==> config.mk <==
export PLATFORM = sky130hd
export DESIGN_NAME = fifo_stream_reader_flat
export DESIGN_NICKNAME = d
export VERILOG_FILES = /design/src/rtl/fifo_stream_reader_if.sv /design/src/rtl/fifo_stream_reader.sv /design/src/flat_wrapper.sv
export SDC_FILE = /design/constraint.sdc
export NUM_CORES = 1
export LEC_CHECK = 0
export ABC_CLOCK_PERIOD_IN_PS = 3000
export CORE_MARGIN = 2
export CORE_UTILIZATION = 48
export DETAILED_ROUTE_END_ITERATION = 6
export PLACE_DENSITY = 0.9
export SLEW_MARGIN = 20
export SYNTH_ARGS = -nofsm -noshare
export SYNTH_HDL_FRONTEND = slang
export SYNTH_SLANG_ARGS = --single-unit
==> constraint.sdc <==
create_clock -name clk -period 3 [get_ports clk]
set_input_delay 0.75 -clock clk [delete_from_list [all_inputs] [get_ports clk]]
set_output_delay 0.75 -clock clk [all_outputs]
set_load 0.01 [all_outputs]
==> src/rtl/fifo_stream_reader_if.sv <==
// Bus bundle for the fifo stream reader.
// Carries the fifo read port (rd_en/dout/empty) and the outgoing valid/ready stream.
// The reader itself connects through the master modport. The modport that drives
// the fifo data and the downstream ready connects through slave.
interface fifo_stream_reader_if #(
   parameter int DATA_WIDTH = 8
);
   logic                  fifo_rd_en;
   logic [DATA_WIDTH-1:0] fifo_dout;
   logic                  fifo_empty;
   logic                  m_valid;
   logic                  m_ready;
   logic [DATA_WIDTH-1:0] m_data;
   logic                  m_last;

   modport master (
      output fifo_rd_en,
      input  fifo_dout,
      input  fifo_empty,
      output m_valid,
      input  m_ready,
      output m_data,
      output m_last
   );

   modport slave (
      input  fifo_rd_en,
      output fifo_dout,
      output fifo_empty,
      input  m_valid,
      output m_ready,
      input  m_data,
      input  m_last
   );
endinterface

==> src/rtl/fifo_stream_reader.sv <==
// Read-side adapter for the synchronous fifo.
// Pops words through the fifo read port and presents them as a valid/ready stream.
// A 2-entry skid buffer absorbs the fifo's one-cycle read latency, so the adapter
// can sustain one beat per cycle. m_last marks the final beat of every PKT_LEN-beat packet.
module fifo_stream_reader #(
   parameter int DATA_WIDTH = 8,
   parameter int PKT_LEN    = 4
) (
   input  logic                 clk,
   input  logic                 rst,
   input  logic                 enable,
   fifo_stream_reader_if.master bus
);

   // Beat index width. A single-beat packet still needs one bit so the vector is legal.
   localparam int              IDX_W    = (PKT_LEN > 1) ? $clog2(PKT_LEN) : 1;
   localparam logic [IDX_W-1:0] LAST_IDX = IDX_W'(PKT_LEN - 1);

   logic [1:0]            cnt_q, cnt_d;
   logic                  inflight_q, inflight_d;
   logic [IDX_W-1:0]      beat_idx_q, beat_idx_d;
   logic [DATA_WIDTH-1:0] buf0_q, buf0_d;
   logic [DATA_WIDTH-1:0] buf1_q, buf1_d;

   logic                  pop;
   logic                  rd_en;
   logic [2:0]            occ_after_pop;
   logic [1:0]            cnt_after_pop;

   // Handshake and read request: occupancy counts buffered and in-flight words minus this cycle's pop,
   // so a read is issued only when the skid buffer is guaranteed to have room for the returning word.
   always_comb begin
      pop           = (cnt_q != 2'd0) && bus.m_ready;
      occ_after_pop = {1'b0, cnt_q} + {2'b00, inflight_q} - {2'b00, pop};
      rd_en         = !rst && enable && !bus.fifo_empty && (occ_after_pop < 3'd2);
   end

   // Next-state: shift the buffer on a pop, then write any returning fifo word at the tail.
   always_comb begin
      buf0_d        = buf0_q;
      buf1_d        = buf1_q;
      beat_idx_d    = beat_idx_q;
      inflight_d    = rd_en;
      cnt_after_pop = cnt_q - {1'b0, pop};

      if (pop) begin
         buf0_d = buf1_q;
      end

      if (inflight_q) begin
         if (cnt_after_pop == 2'd0) begin
            buf0_d = bus.fifo_dout;
         end else begin
            buf1_d = bus.fifo_dout;
         end
      end

      cnt_d = cnt_after_pop + {1'b0, inflight_q};

      if (pop) begin
         if (beat_idx_q == LAST_IDX) begin
            beat_idx_d = '0;
         end else begin
            beat_idx_d = beat_idx_q + 1'b1;
         end
      end
   end

   // State registers with synchronous reset; a word still in flight at reset is dropped.
   always_ff @(posedge clk) begin
      if (rst) begin
         cnt_q      <= 2'd0;
         inflight_q <= 1'b0;
         beat_idx_q <= '0;
         buf0_q     <= '0;
         buf1_q     <= '0;
      end else begin
         cnt_q      <= cnt_d;
         inflight_q <= inflight_d;
         beat_idx_q <= beat_idx_d;
         buf0_q     <= buf0_d;
         buf1_q     <= buf1_d;
      end
   end

   assign bus.fifo_rd_en = rd_en;
   assign bus.m_valid    = (cnt_q != 2'd0);
   assign bus.m_data     = buf0_q;
   assign bus.m_last     = (beat_idx_q == LAST_IDX);

endmodule

==> src/flat_wrapper.sv <==
// flat-port wrapper written by rule: the top's interface ports become plain ports
module fifo_stream_reader_flat 
#(
   parameter int DATA_WIDTH = 8,
   parameter int PKT_LEN    = 4
)
  (clk, rst, enable, bus_fifo_rd_en, bus_fifo_dout, bus_fifo_empty, bus_m_valid, bus_m_ready, bus_m_data, bus_m_last);
  fifo_stream_reader_if #(.DATA_WIDTH(DATA_WIDTH)) bus_i ();
  input  logic clk;
  input  logic rst;
  input  logic enable;
  output wire logic [$bits(bus_i.fifo_rd_en)-1:0] bus_fifo_rd_en;
  input wire logic [$bits(bus_i.fifo_dout)-1:0] bus_fifo_dout;
  input wire logic [$bits(bus_i.fifo_empty)-1:0] bus_fifo_empty;
  output wire logic [$bits(bus_i.m_valid)-1:0] bus_m_valid;
  input wire logic [$bits(bus_i.m_ready)-1:0] bus_m_ready;
  output wire logic [$bits(bus_i.m_data)-1:0] bus_m_data;
  output wire logic [$bits(bus_i.m_last)-1:0] bus_m_last;
  assign bus_fifo_rd_en = bus_i.fifo_rd_en;
  assign bus_i.fifo_dout = bus_fifo_dout;
  assign bus_i.fifo_empty = bus_fifo_empty;
  assign bus_m_valid = bus_i.m_valid;
  assign bus_i.m_ready = bus_m_ready;
  assign bus_m_data = bus_i.m_data;
  assign bus_m_last = bus_i.m_last;
  fifo_stream_reader #(.DATA_WIDTH(DATA_WIDTH), .PKT_LEN(PKT_LEN)) u_core (.clk(clk), .rst(rst), .enable(enable), .bus(bus_i));
endmodule
# Word-level counts from Yosys, hierarchy flattened
# Index checks and enable logic that the tools add are counted.
# Widths: inputs -> output; s select.
[word_totals]
regBits = 21
inputBits = 13
output_inout_bits = 11
[classes]
n_addsub = 5
n_lt_le_gt_ge = 1
eq_ne = 1
muxes = 4
bitwise = 1
n_reduce_logical = 9
[op_table]
columns = ["cell", "n"]
rows = [
  ["$mux 8", 3],
  ["$logic_and 1x1->1", 4],
  ["$add 2x1->3", 1],
  ["$lt 3x2->1 const B", 1],
  ["$sub 3x1->3", 1],
  ["$add 2x1->2", 1],
  ["$add 2x1->2 const B", 1],
  ["$eq 2x2->1 const B", 1],
  ["$logic_not 1->1", 2],
  ["$logic_not 2->1", 1],
  ["$mux 2", 1],
  ["$reduce_and 2->1", 1],
  ["$reduce_bool 2->1", 1],
  ["$sub 2x1->2", 1],
  ["$not 1->1", 1],
]

# Depth between registers and ports, before layout
[depth]
ltp_word = 6
depth_mapped = 9
depth_no_buf = 7

# Worst setup path after synthesis
# No wires, ideal clock.
[synth_path]
path_kind = "in2out"
from = "input port bus_m_ready"
to = "output port bus_fifo_rd_en"
arrival_time_ps = 2377
required_ps = 2250
path_slack_ps = -127
cell_stages = 8
cell_sequence = "and3b_4 -> buf_2 -> or2_2 -> ha_1 -> inv_1 -> fa_1 -> nand2_1 -> nor4_1"
[synth_via]
elab_chain_cells = 4
[synth_lines]
columns = ["element", "line_no", "text"]
rows = [
  ["start, declared", "flat_wrapper.sv:16", "input wire logic [$bits(bus_i.m_ready)-1:0] bus_m_ready;"],
  ["$logic_and 1x1->1", "fifo_stream_reader.sv:33", "pop = (cnt_q != 2'd0) && bus.m_ready;"],
  ["$sub 3x1->3", "fifo_stream_reader.sv:34", "occ_after_pop = {1'b0, cnt_q} + {2'b00, inflight_q} - {2'b00, pop};"],
  ["$lt 3x2->1", "fifo_stream_reader.sv:35", "rd_en = !rst && enable && !bus.fifo_empty && (occ_after_pop < 3'd2);"],
  ["$logic_and 1x1->1", "fifo_stream_reader.sv:35", ""],
  ["end, declared", "flat_wrapper.sv:12", "output wire logic [$bits(bus_i.fifo_rd_en)-1:0] bus_fifo_rd_en;"],
]
# No other way between the ends.

# Worst setup path after layout
# Same ends and word-level chain as after synthesis.

==> impl_metrics.py <==
metrics = {
    "status": {
        "status": "completed",
    },
    "cells_and_area": {
        "area_growth_pct": 32.8,
        "final_core_util": 0.677,
        "num-nets-final": 146,
        "layout-drive-gt1-share": 0.180,
        "seqCellArea_sq_um": 420,
        "multi_input_area_sq_um": 563,
        "nFillCells": 167,
        "diodes": 0,
        "finish.instance_area_sq_um": 1330,
    },
    "routing": {
        "wl_met2_mm": 1.23,
        "wirelength_met1_um": 991,
        "drc": 0,
        "postRouteAntennaNets": 0,
        "routed.top_layer": "met4",
        "drt_iter0_markers": 15,
        "wl_per_cell_um": 15.2,
        "dr_wl_met3_um": 85,
        "num_vias": 848,
        "drt_wl_total_mm": 2.35,
        "drt_first_pass_iters": 4,
        "viasPerCell": 5.47,
    },
    "timing": {
        "max_freq_ghz": 0.338,
        "period_needed_ns": 2.96,
        "finalClockSkew_ns": 0.00218,
        "slew_violations": 0,
        "slew_headroom": 0.532,
        "final_hold_viol_count": 0,
        "setup_viol": 0,
        "rsz0062_at_grt": "yes",
        "worst_pin_slew_ns": 0.701,
        "timing.final.crit_share": 0.986,
    },
    "logic_synthesis": {
        "yosysWarnings": 0,
        "synth_top_area_frac": 0.421,
        "synth_area_sq_um": 1000,
        "seq_area_frac_synth": 0.421,
        "yosys-top-cells-count": "21 x dfxtp_1, 18 x nand2_1, 17 x mux2i_1, 9 x a21oi_1, 8 x o41ai_1",
        "netlist_instances": 104,
        "syn_area_per_cell_sq_um": 9.61,
        "ys_async_sr_fraction": 0,
        "synth_area_leaders": "dfxtp_1 42%, mux2i_1 17%, o41ai_1 7.0%, nand2_1 6.8%, a21oi_1 4.5%",
        "synth_ff_type": "dfxtp_1",
        "synth_edf_count": 0,
        "synth_area_leader_cell": "dfxtp_1",
        "syn-num-nets": 121,
        "ys_types": 23,
        "synthMostInstantiatedCell": "dfxtp_1",
        "synth-seq-cells": 21,
    },
    "clock_network": {
        "cts_tree": "built",
        "cts.sinks": 21,
        "postCtsHoldBufs": 0,
        "cts.clk_slew.worst_paths_ns": 0.11,
        "htreeDepth": 1,
        "clk_path_buf_depth": 2,
        "clkLatencyLatePin_ns": 0.30,
        "root_buffer": "clkbuf_4",
        "cts_buffers": 3,
    },
    "critical_path": {
        "worstReg2RegEnd": "u_core.bus.m_data[5]",
        "ff2ff_path_depth": 8,
        "r2r_start": "u_core.cnt_q[0]",
        "startpoint": "bus_m_ready",
        "cp_max_fo": 3,
        "critPathKind": "in -> out",
        "cp.arrival_ns": 2.21,
        "crit_path_end_kind": "primary output",
        "reg2reg_slack_ns": 0.92,
        "critical_path_required_ns": 2.25,
        "endpoint": "bus_fifo_rd_en",
        "start_kind": "input port",
    },
    "power": {
        "leakagePower_nw": 0.539,
        "ir_drop_v": 0.000240,
        "p_per_area_nw_per_um2": 384,
    },
    "global_routing": {
        "grt_pass1_vias": 859,
        "track_usage": 0.221,
        "antenna_found_initial": 0,
        "overflow": 0,
        "grt_max_degree": 25,
        "grt_pass1_wl_mm": 4.12,
    },
    "floorplan": {
        "die_w_um": 49.6,
        "die_y_um": 49.6,
        "dieArea_sq_um": 2460,
        "start_util": 0.510,
        "std_cell_rows": 16,
        "core-area_sq_um": 1960,
        "ios": 24,
    },
    "worst_hold_path": {
        "hold_class": "reg -> reg",
    },
    "job": {
        "drv_cap": 0,
    },
    "place": {
        "place_congestion": 0.760,
        "portBuffers": 23,
        "dpl-instance-area_sq_um": 1270,
        "hpwl_mm": 1.63,
    },
}
==> sequential cells by signal, indices dropped and copies added, names as in the netlist <==
| register | cells |
|---|---|
| u_core.bus.m_data | 8 |
| u_core.buf1_q | 8 |
| u_core.beat_idx_q | 2 |
| u_core.cnt_q | 2 |
| u_core.inflight_q | 1 |
==> cells by family after synthesis <==
| logic type | count (synthesis) | synth area share |
|---|---|---|
| XOR/XNOR | 1 | 0.00876 |
| adder cells (fa/ha/maj) | 4 | 0.0576 |
| AND/OR/NAND/NOR | 30 | 0.149 |
| AO/OA/AOI/OAI | 19 | 0.129 |
| flip-flops | 21 | 0.421 |
| multiplexers | 17 | 0.170 |
| buffers and inverters | 12 | 0.0651 |
==> through the flow <==
| step | setup TNS (ns) | std cells | power [W] | worst slack [ns] | hold WS [ns] |
|---|---|---|---|---|---|
| after floorplan | 0 | 104 | 0.000337 | 0.0456 | 0.434 |
| after global placement | -0.812 | 151 | 0.000375 | -0.812 | 0.441 |
| after detailed placement | -0.897 | 151 | 0.000379 | -0.897 | 0.453 |
| after CTS | 0 | 155 | 0.000510 | 0.00654 | 0.476 |
| after global routing | -0.0192 | 155 | 0.000533 | -0.0192 | 0.493 |
| final | 0 | 155 | 0.000509 | 0.0418 | 0.477 |
==> timing repair <==
action                                  in CTS  in global routing
pin swaps                                    5                  2
buffers inserted                             0                  0
endpoints found under the setup margin       1                  1
gates resized for setup                     17                  1
cloned                                       0                  0
==> final cells by class <==
type,instances,area share
multi-input cells,71,0.424
repair buffers,28,0.202
inverters,4,0.0113
flip-flops and latches,21,0.317
well taps,27,0.0254
clock inverters,1,0.00377
clock buffers,3,0.0170
==> layer usage <==
metal | GRT usage | vias up
li1 | - | 417
met1 | 0.272 | 407
met2 | 0.382 | 20
met3 | 0.0273 | 4
met4 | 0.0972 | 0
met5 | 0 | -
==> worst max-delay path: stages <==
cell	delay, ns
buf_8	0.08
and3b_4	0.20
or2_4	0.13
ha_4	0.12
inv_2	0.03
fa_2	0.54
nand2_2	0.07
nor4_4	0.12
buf_2	0.17
==> where the power goes <==
part	internal, W	switching [W]	leakage (nW)	total, W
logic	0.0000459	0.0000369	0.351	0.0000829
clock network	0.0000497	0.0000836	0.0177	0.000133
registers	0.000288	0.00000560	0.170	0.000293
total	0.000383	0.000126	0.539	0.000509
==> cells in the final DEF (no fill, tap or decap), types with 2 or more instances in the layout <==
cell / count
inv_1: 3
buf_4: 5
mux2i_1: 17
clkdlybuf4s50_1: 21
dfxtp_1: 21
clkbuf_4: 3
ha_1: 2
nand2_1: 17
o41ai_1: 8
nor2_1: 2
a21oi_1: 9
==> worst min path at each step <==
stage                           startpoint               end  slack (ns)  cells past startpoint
after floorplan           u_core.buf1_q[0]  u_core.buf1_q[0]        0.43                      2
after global placement    u_core.buf1_q[1]  u_core.buf1_q[1]        0.44                      2
after detailed placement  u_core.buf1_q[0]  u_core.buf1_q[0]        0.45                      2
after CTS                 u_core.buf1_q[5]  u_core.buf1_q[5]        0.48                      2
after global routing      u_core.buf1_q[5]  u_core.buf1_q[5]        0.49                      2
final                     u_core.buf1_q[1]  u_core.buf1_q[1]        0.48                      2
Power figures use the tool's default switching activity.
